--- src/rtl/serial_logic_unit_if.sv ---
// Operand/result bus for serial_logic_unit; carries zero only when SERIAL_LOGIC_ZERO_FLAG_EN is defined.
interface serial_logic_unit_if #(
  parameter int WIDTH = 32
);
  logic             start;
  logic [1:0]       op;
  logic [WIDTH-1:0] a;
  logic [WIDTH-1:0] b;
  logic [WIDTH-1:0] out;
  logic             busy;
  logic             done;
`ifdef SERIAL_LOGIC_ZERO_FLAG_EN
  logic             zero;

  modport master (output start, op, a, b, input out, busy, done, zero);
  modport slave  (input start, op, a, b, output out, busy, done, zero);
`else
  modport master (output start, op, a, b, input out, busy, done);
  modport slave  (input start, op, a, b, output out, busy, done);
`endif
endinterface

--- src/rtl/serial_logic_unit.sv ---
// Multi-cycle AND/OR/XOR/NOR unit, one SLICE-bit chunk per clock, LSB chunk first.
// Optional registered zero flag enabled by SERIAL_LOGIC_ZERO_FLAG_EN.
module serial_logic_unit #(
  parameter int WIDTH = 32,
  parameter int SLICE = 8
) (
  input logic clk,
  input logic rst,
  serial_logic_unit_if.slave bus
);
  localparam int N  = WIDTH / SLICE;
  localparam int CW = (N > 1) ? $clog2(N) : 1;

  typedef enum logic [1:0] {IDLE, BUSY, DONE} state_t;

  state_t           state, state_nx;
  logic [CW-1:0]    cnt;
  logic [1:0]       op_q;
  logic [WIDTH-1:0] a_q, b_q, res_q, out_q;
  logic [WIDTH-1:0] res_nx;
  logic [SLICE-1:0] sa, sb, sres;
  logic             last;

  assign last = (cnt == CW'(N - 1));

  // Slice select and write-back are unrolled muxes so indices stay constant.
  always_comb begin
    sa     = '0;
    sb     = '0;
    res_nx = res_q;
    for (int unsigned k = 0; k < N; k++) begin
      if (cnt == CW'(k)) begin
        sa = a_q[k*SLICE +: SLICE];
        sb = b_q[k*SLICE +: SLICE];
      end
    end
    case (op_q)
      2'b00:   sres = sa & sb;
      2'b01:   sres = sa | sb;
      2'b10:   sres = sa ^ sb;
      default: sres = ~(sa | sb);
    endcase
    for (int unsigned k = 0; k < N; k++) begin
      if (cnt == CW'(k)) res_nx[k*SLICE +: SLICE] = sres;
    end
  end

  always_comb begin
    state_nx = state;
    case (state)
      IDLE:    if (bus.start) state_nx = BUSY;
      BUSY:    if (last) state_nx = DONE;
      DONE:    state_nx = IDLE;
      default: state_nx = IDLE;
    endcase
  end

  always_ff @(posedge clk) begin
    if (rst) state <= IDLE;
    else     state <= state_nx;
  end

  always_ff @(posedge clk) begin
    if (rst) begin
      cnt   <= '0;
      op_q  <= '0;
      a_q   <= '0;
      b_q   <= '0;
      res_q <= '0;
      out_q <= '0;
    end else begin
      case (state)
        IDLE: begin
          if (bus.start) begin
            a_q  <= bus.a;
            b_q  <= bus.b;
            op_q <= bus.op;
            cnt  <= '0;
          end
        end
        BUSY: begin
          res_q <= res_nx;
          cnt   <= cnt + CW'(1);
          if (last) out_q <= res_nx;
        end
        default: ;
      endcase
    end
  end

`ifdef SERIAL_LOGIC_ZERO_FLAG_EN
  logic zero_q;

  always_ff @(posedge clk) begin
    if (rst)                        zero_q <= 1'b1;
    else if (state == BUSY && last) zero_q <= (res_nx == '0);
  end

  assign bus.zero = zero_q;
`endif

  assign bus.out  = out_q;
  assign bus.busy = (state != IDLE);
  assign bus.done = (state == DONE);
endmodule

--- src/flat_wrapper.sv ---
// flat-port wrapper written by rule: the top's interface ports become plain ports
module serial_logic_unit_flat 
#(
  parameter int WIDTH = 32,
  parameter int SLICE = 8
)
  (clk, rst, bus_start, bus_op, bus_a, bus_b, bus_out, bus_busy, bus_done);
  serial_logic_unit_if #(.WIDTH(WIDTH)) bus_i ();
  input logic clk;
  input logic rst;
  input wire logic [$bits(bus_i.start)-1:0] bus_start;
  input wire logic [$bits(bus_i.op)-1:0] bus_op;
  input wire logic [$bits(bus_i.a)-1:0] bus_a;
  input wire logic [$bits(bus_i.b)-1:0] bus_b;
  output wire logic [$bits(bus_i.out)-1:0] bus_out;
  output wire logic [$bits(bus_i.busy)-1:0] bus_busy;
  output wire logic [$bits(bus_i.done)-1:0] bus_done;
  assign bus_i.start = bus_start;
  assign bus_i.op = bus_op;
  assign bus_i.a = bus_a;
  assign bus_i.b = bus_b;
  assign bus_out = bus_i.out;
  assign bus_busy = bus_i.busy;
  assign bus_done = bus_i.done;
  serial_logic_unit #(.WIDTH(WIDTH), .SLICE(SLICE)) u_core (.clk(clk), .rst(rst), .bus(bus_i));
endmodule
--- config.mk ---
export PLATFORM = sky130hd
export DESIGN_NAME = serial_logic_unit_flat
export DESIGN_NICKNAME = d
export VERILOG_FILES = /design/src/rtl/serial_logic_unit_if.sv /design/src/rtl/serial_logic_unit.sv /design/src/flat_wrapper.sv
export SDC_FILE = /design/constraint.sdc
export NUM_CORES = 1
export LEC_CHECK = 0
export CORE_MARGIN = 1.5
export CORE_UTILIZATION = 25
export DETAILED_ROUTE_END_ITERATION = 12
export SLEW_MARGIN = 20
export SYNTH_ARGS = -nofsm -noshare
export SYNTH_HDL_FRONTEND = slang
export SYNTH_SLANG_ARGS = --single-unit
--- constraint.sdc ---
create_clock -name clk -period 2.5 [get_ports clk]
set_input_delay 0.75 -clock clk [delete_from_list [all_inputs] [get_ports clk]]
set_output_delay 0.75 -clock clk [all_outputs]
set_load 0.01 [all_outputs]
==> impl_metrics.py, run 1 <==
metrics = {
    "logic_synthesis": {
        "synth_edf_count": 0,
        "synth_area_leader_cell": "dfxtp_1",
        "mappedNetlistNets": 812,
        "syn_area_per_cell_sq_um": 8.058,
        "synth_cell_type_count": 35,
        "ys.warnings.count": 0,
        "synth_seq_area_share": 0.4330,
        "synthTopCellsByArea": "dfxtp_1, nand2_1, a21oi_1",
        "yosys.cell_count.top_type": "nand2_1",
        "ys_async_sr_fraction": 0,
        "synthTopCellsByCount": "nand2_1, dfxtp_1, a21oi_1",
        "yosys_most_used_dff": "dfxtp_1",
        "synth_top_cell_area_share": 0.4330,
        "ys_seq_elements": 126,
        "synthesis.area_sq_mm": 0.005826,
        "syn_inst": 723,
    },
    "route": {
        "finalWirelength_um": 15810,
        "routedWlPerCell_um": 13.91,
        "vias_per_cell": 4.533,
        "drcViolationCount": 0,
        "drtPass1Iterations": 5,
        "num_vias": 5150,
        "postRouteAntennaNets": 0,
        "drt_iter0_markers": 263,
    },
    "job": {
        "drv_cap": 0,
    },
    "critical_path": {
        "timing.rr.start": "u_core.cnt[1]$_SDFFE_PP0P_",
        "end_kind": "register",
        "required_ps": 2790,
        "rrSetupSlack_ps": 120,
        "worst_r2r_endpoint": "u_core.bus.out[16]$_SDFFE_PP0P_",
        "cp_max_fo": 16,
        "critPathLaunchType": "register",
        "worstPathArrival_ps": 2680,
        "worstSetupStartpoint": "u_core.cnt[1]$_SDFFE_PP0P_",
        "cp_cell_sequence": "inv_1 > ha_2 > buf_6 > a21oi_1 > o21ai_0 > a22oi_2 > ha_1 > mux2_2 > a21oi_4 > buf_4 > o211ai_1",
        "worst_path_max_delay_cell": "dfxtp_2",
        "critPathMaxStageDelay_ps": 350,
        "reg2reg_depth": 11,
        "path_class": "reg2reg",
    },
    "placed_design": {
        "hpwl_um": 11140,
        "port_buffers": 102,
        "gp_congestion": 0.8145,
        "placed_cell_area_sq_mm": 0.007302,
    },
    "grt": {
        "grt_max_degree": 86,
        "overflow": 0,
        "antenna_found_initial": 0,
        "grt.total_usage": 0.1332,
        "grt_pass1_wl_um": 25140,
        "first_global_vias": 4760,
    },
    "layout": {
        "nets": 899,
        "n_fill_cell": 2379,
        "drive_above_1_share": 0.1276,
        "fin_area_sq_mm": 0.007978,
        "multiInputGateArea_sq_mm": 0.002967,
        "final-seq-area_sq_mm": 0.002525,
        "areaGrowthSynthToFinish_pct": 36.94,
        "antennaDiodeCount": 0,
    },
    "sta": {
        "slew_viol_final": 0,
        "holdWs_ps": 454.7,
        "fin_crit_sh": 0.9539,
        "period_minus_slack_ps": 2385,
        "clock.fmax_mhz": 419.3,
        "worst_slew_pin_slew_ps": 896.3,
        "finalHoldViolations": 0,
        "skew_ps": 8.064,
        "finalSetupViolCount": 0,
        "rsz0062_at_grt": "true",
        "slew-limit-headroom": 0.4016,
    },
    "die": {
        "fp-row-count": 55,
        "die_x_um": 155.7,
        "io_pins": 103,
        "die-area_sq_mm": 0.02423,
        "coreArea_sq_mm": 0.02278,
        "die_height_um": 155.7,
        "initial_core_util": 0.2558,
    },
    "worst_hold_path": {
        "min_path_cells": 2,
        "hold_end": "u_core.a_q[21]$_SDFFE_PP0P_",
        "min-delay-start": "u_core.a_q[21]$_SDFFE_PP0P_",
        "min_path_type": "reg2reg",
    },
    "clocking": {
        "clkTransAtPathRegs_ps": 60,
        "clk_latency_ps": 420,
        "cts_tree": "yes",
        "ctsHoldBuffers": 0,
        "cts_num_sinks": 126,
        "cts_buffer_depth": 2,
        "htreeDepth": 4,
        "cts_buffers": 17,
        "root_buffer": "clkbuf_16",
    },
    "power": {
        "ir_worst_vdd_mv": 0.2698,
        "p_leak_nw": 2.799,
        "p_per_area_mw_per_mm2": 636.8,
    },
    "run_status": {
        "status": "completed",
    },
}
[final cells by class]
cell class	instances	area share
clock buffer	20	0.05725
clock inverter	12	0.01129
inverter	37	0.01741
multi-input combinational	494	0.3719
sequential	126	0.3165
tap	313	0.04909
timing repair buffer	134	0.1766
[cells by family (layout without fill, tap and decap cells)]
| family | after synthesis | in the layout | share of synthesized area |
|---|---|---|---|
| adder cells (fa/ha/maj) | 20 | 20 | 0.04296 |
| multiplexers | 9 | 9 | 0.01697 |
| AND/OR/NAND/NOR | 261 | 261 | 0.2165 |
| AO/OA/AOI/OAI | 204 | 204 | 0.2133 |
| buffers and inverters | 103 | 203 | 0.07732 |
| flip-flops | 126 | 126 | 0.4330 |
[sequential cells by signal (all words and copies together), names as in the netlist]
signal / cells
u_core.op_q: 2
u_core.cnt: 2
u_core.a_q: 32
u_core.res_q: 24
u_core.bus.out: 32
u_core.b_q: 32
u_core.state: 2
[metal layers]
metal	global-route usage	routed length, um	share of wire	vias up
met5	0	0	0	-
met4	0.04444	106	0.0067	0
met3	0.03472	857	0.054	10
met2	0.2041	7138	0.45	118
met1	0.1812	7704	0.49	2356
li1	-	-	-	2666
[critical path: cells and delay by family (launching register included)]
kind | cells | cell delay, ps
fa+ha+maj | 2 | 480
compound gates | 5 | 750
mux | 1 | 290
buf+inv | 3 | 380
flops | 1 | 350
[through the flow]
step	utilization	total power, mW	TNS [ps]	setup slack (ps)	cells
3_5_place_dp	0.3206	2.847	-249.1	-43.25	1101
6_report	0.3502	5.080	0	115.3	1136
5_1_grt	0.3502	5.308	-13.27	-4.932	1136
3_3_place_gp	0.3206	2.834	0	16.66	1101
4_1_cts	0.3450	5.105	0	16.27	1133
2_1_floorplan	-	2.543	0	70.44	723
[cells in the final DEF (no fill, tap or decap), types with 6 or more instances in the layout]
cell / synthesis / routed
a21oi_2: 2 / 6
nand2_1: 150 / 149
nor2_1: 43 / 43
or4b_1: 21 / 21
mux2_2: 7 / 7
a22o_1: 8 / 8
buf_12: 0 / 11
clkdlybuf4s50_1: 0 / 101
dfxtp_1: 126 / 124
buf_4: 6 / 17
o211ai_1: 21 / 21
ha_1: 20 / 17
a22oi_2: 0 / 7
nand3b_1: 24 / 24
inv_1: 37 / 37
o21ai_0: 16 / 10
a211oi_1: 35 / 33
a21oi_1: 107 / 101
clkinvlp_4: 0 / 6
o21ai_1: 0 / 6
clkbuf_16: 0 / 17
[report_power, final]
group / total (mW) / leakage (nW) / switching [mW] / internal [mW]
combinational: 0.685 / 1.52 / 0.353 / 0.332
clock: 2.25 / 0.251 / 0.929 / 1.32
sequential: 2.15 / 1.03 / 0.0565 / 2.09
[repair_timing]
| item | CTS | global route |
|---|---|---|
| pin swaps | 1 | 9 |
| cloned | 0 | 1 |
| endpoints found under the setup margin | 16 | 53 |
| setup buffers | 0 | 2 |
| resized for setup | 2 | 29 |
[how the worst max path moves through the flow]
stage | endpoint | slack (ps)
3_5_place_dp | u_core.bus.out[8]$_SDFFE_PP0P_ | -40
6_report | u_core.bus.out[16]$_SDFFE_PP0P_ | 120
2_1_floorplan | u_core.bus.out[11]$_SDFFE_PP0P_ | 70
5_1_grt | u_core.bus.out[24]$_SDFFE_PP0P_ | -5
3_3_place_gp | u_core.bus.out[31]$_SDFFE_PP0P_ | 20
4_1_cts | u_core.bus.out[3]$_SDFFE_PP0P_ | 20
Note: power is estimated with default switching activity, not from simulation.
==> run 2, diff against run 1 <==
- PLACE_DENSITY_LB_ADDON: default -> 0.2
==> impl_metrics.py, run 2 (synthesis gave the netlist of run 1 again) <==
metrics = {
    "worst_hold_path": {
        "hold_end": "u_core.a_q[22]$_SDFFE_PP0P_",
        "min-delay-start": "u_core.a_q[22]$_SDFFE_PP0P_",
        "min_path_type": "reg2reg",
        "min_path_cells": 2,
    },
    "layout": {
        "areaGrowthSynthToFinish_pct": 38.42,
        "final_cell_mix": "nand2_1, dfxtp_1, clkdlybuf4s50_1, a21oi_1, nor2_1",
        "drive_above_1_share": 0.1299,
        "fin_area_sq_mm": 0.008064,
        "final_common_cell": "nand2_1",
        "nets": 900,
        "antennaDiodeCount": 0,
    },
    "clocking": {
        "postCtsSetupBuffers": 0,
        "cts_tree": "yes",
        "cts_buffers": 17,
        "cts_buffer_depth": 2,
        "clkTransAtPathRegs_ps": 60,
        "cts_num_sinks": 126,
        "htreeDepth": 4,
        "clk_latency_ps": 420,
        "ctsHoldBuffers": 0,
        "root_buffer": "clkbuf_16",
    },
    "grt": {
        "first_global_vias": 4853,
        "overflow": 0,
        "grt_max_degree": 73,
        "antenna_found_initial": 0,
        "grt.total_usage": 0.1402,
        "grt_pass1_wl_um": 26370,
    },
    "die": {
        "coreArea_sq_mm": 0.02278,
        "initial_core_util": 0.2558,
        "die-area_sq_mm": 0.02423,
        "fp-row-count": 55,
        "die_height_um": 155.7,
        "die_x_um": 155.7,
        "io_pins": 103,
    },
    "sta": {
        "slew-limit-headroom": 0.4290,
        "finalSetupViolCount": 0,
        "period_minus_slack_ps": 2395,
        "slew_viol_final": 0,
        "fin_setup_tns_ps": 0,
        "rsz0062_at_grt": "true",
        "clock.fmax_mhz": 417.6,
        "fin_crit_sh": 0.9580,
        "worst_slew_pin_slew_ps": 855.3,
        "skew_ps": 7.215,
        "finalHoldViolations": 0,
    },
    "route": {
        "routedWlPerCell_um": 14.51,
        "vias_per_cell": 4.488,
        "drtPass1Iterations": 4,
        "drt_iter0_markers": 318,
        "drcViolationCount": 0,
        "num_vias": 5103,
        "postRouteAntennaNets": 0,
        "finalWirelength_um": 16500,
    },
    "critical_path": {
        "required_ps": 2800,
        "rrSetupSlack_ps": 110,
        "worst_path_max_delay_cell": "dfxtp_4",
        "worst_r2r_endpoint": "u_core.bus.out[10]$_SDFFE_PP0P_",
        "end_kind": "register",
        "cp_top_family": "compound AO/OA/AOI/OAI gates",
        "cp_max_fo": 16,
        "cp.buffers_inverters": 4,
        "critPathLaunchType": "register",
        "cp_cell_sequence": "inv_2 > ha_4 > buf_6 > a21oi_1 > o21ai_1 > a22o_1 > inv_1 > ha_1 > mux2_2 > a21oi_2 > buf_12 > o211ai_1",
        "timing.rr.start": "u_core.cnt[1]$_SDFFE_PP0P_",
        "path_class": "reg2reg",
        "reg2reg_depth": 12,
        "critPathMaxStageDelay_ps": 360,
        "worstPathArrival_ps": 2690,
    },
    "power": {
        "p_per_area_mw_per_mm2": 657.4,
        "p_leak_nw": 2.833,
        "ir_worst_vdd_mv": 0.3987,
        "p_total_mw": 5.301,
    },
    "placed_design": {
        "placed_cell_area_sq_mm": 0.007300,
        "hpwl_um": 11280,
        "gp_congestion": 0.7624,
        "port_buffers": 102,
    },
    "run_status": {
        "status": "completed",
    },
    "job": {
        "drv_cap": 0,
    },
}
-- run 2: layout make-up --
type                            instances  area (sq um)
Inverter                               37         138.9
Multi-Input combinational cell        494          3004
Clock buffer                           23         478.0
Fill cell                            2415         14710
Sequential cell                       126          2530
Clock inverter                          9         110.1
Timing Repair Buffer                  135          1411
Tap cell                              313         391.6
-- run 2: per-layer routing --
metal  GRT usage  part of all wire  vias to the layer above
met5           0                 0                        -
met4     0.03946            0.0075                        0
met3     0.03861             0.034                        7
met2      0.2139              0.45                       80
met1      0.1929              0.51                     2355
li1            -                 -                     2661
-- run 2: how the worst max path moves through the flow --
stage               depth (start not counted)                       start                              end  slack [ps]
floorplan                                  11  u_core.cnt[0]$_SDFFE_PP0P_  u_core.bus.out[11]$_SDFFE_PP0P_          70
global placement                           12  u_core.cnt[0]$_SDFFE_PP0P_   u_core.bus.out[8]$_SDFFE_PP0P_         -90
detailed placement                         11  u_core.cnt[0]$_SDFFE_PP0P_  u_core.bus.out[19]$_SDFFE_PP0P_        -110
CTS                                        12  u_core.cnt[1]$_SDFFE_PP0P_   u_core.bus.out[8]$_SDFFE_PP0P_          20
global route                               12  u_core.cnt[1]$_SDFFE_PP0P_   u_core.bus.out[8]$_SDFFE_PP0P_          -3
finish                                     12  u_core.cnt[1]$_SDFFE_PP0P_  u_core.bus.out[10]$_SDFFE_PP0P_         110
-- run 2: what timing repair did --
action / CTS / global route
setup endpoints to repair: 45 / 56
gates cloned: 0 / 1
resized for setup: 7 / 33
pin swaps: 2 / 7
-- run 2: worst reg2reg max path, cell delays in order (launching register included) --
cell	delay [ps]
dfxtp_4	360
inv_2	60
ha_4	200
buf_6	160
a21oi_1	170
o21ai_1	100
a22o_1	250
inv_1	70
ha_1	210
mux2_2	270
a21oi_2	170
buf_12	150
o211ai_1	90
-- run 2: stage by stage --
stage / instances / worst slack (ps) / util / hold WS (ps)
final: 1137 / 105.1 / 0.3540 / 453.7
after global routing: 1137 / -2.578 / 0.3540 / 471.3
after CTS: 1136 / 15.76 / 0.3474 / 455.9
after detailed placement: 1104 / -108.8 / 0.3205 / 447.8
after global placement: 1104 / -87.29 / 0.3205 / 443.9
after floorplan: 723 / 70.44 / - / 436.3
-- run 2: where the power goes --
group,switching (mW),internal [mW]
clock,0.919,1.55
combinational,0.355,0.332
sequential,0.0592,2.09
==> run 3, diff against run 2 <==
- SLEW_MARGIN: 20 -> default
==> results of run 3 <==
Final layout, timing and power as in run 2 (identical DEF).
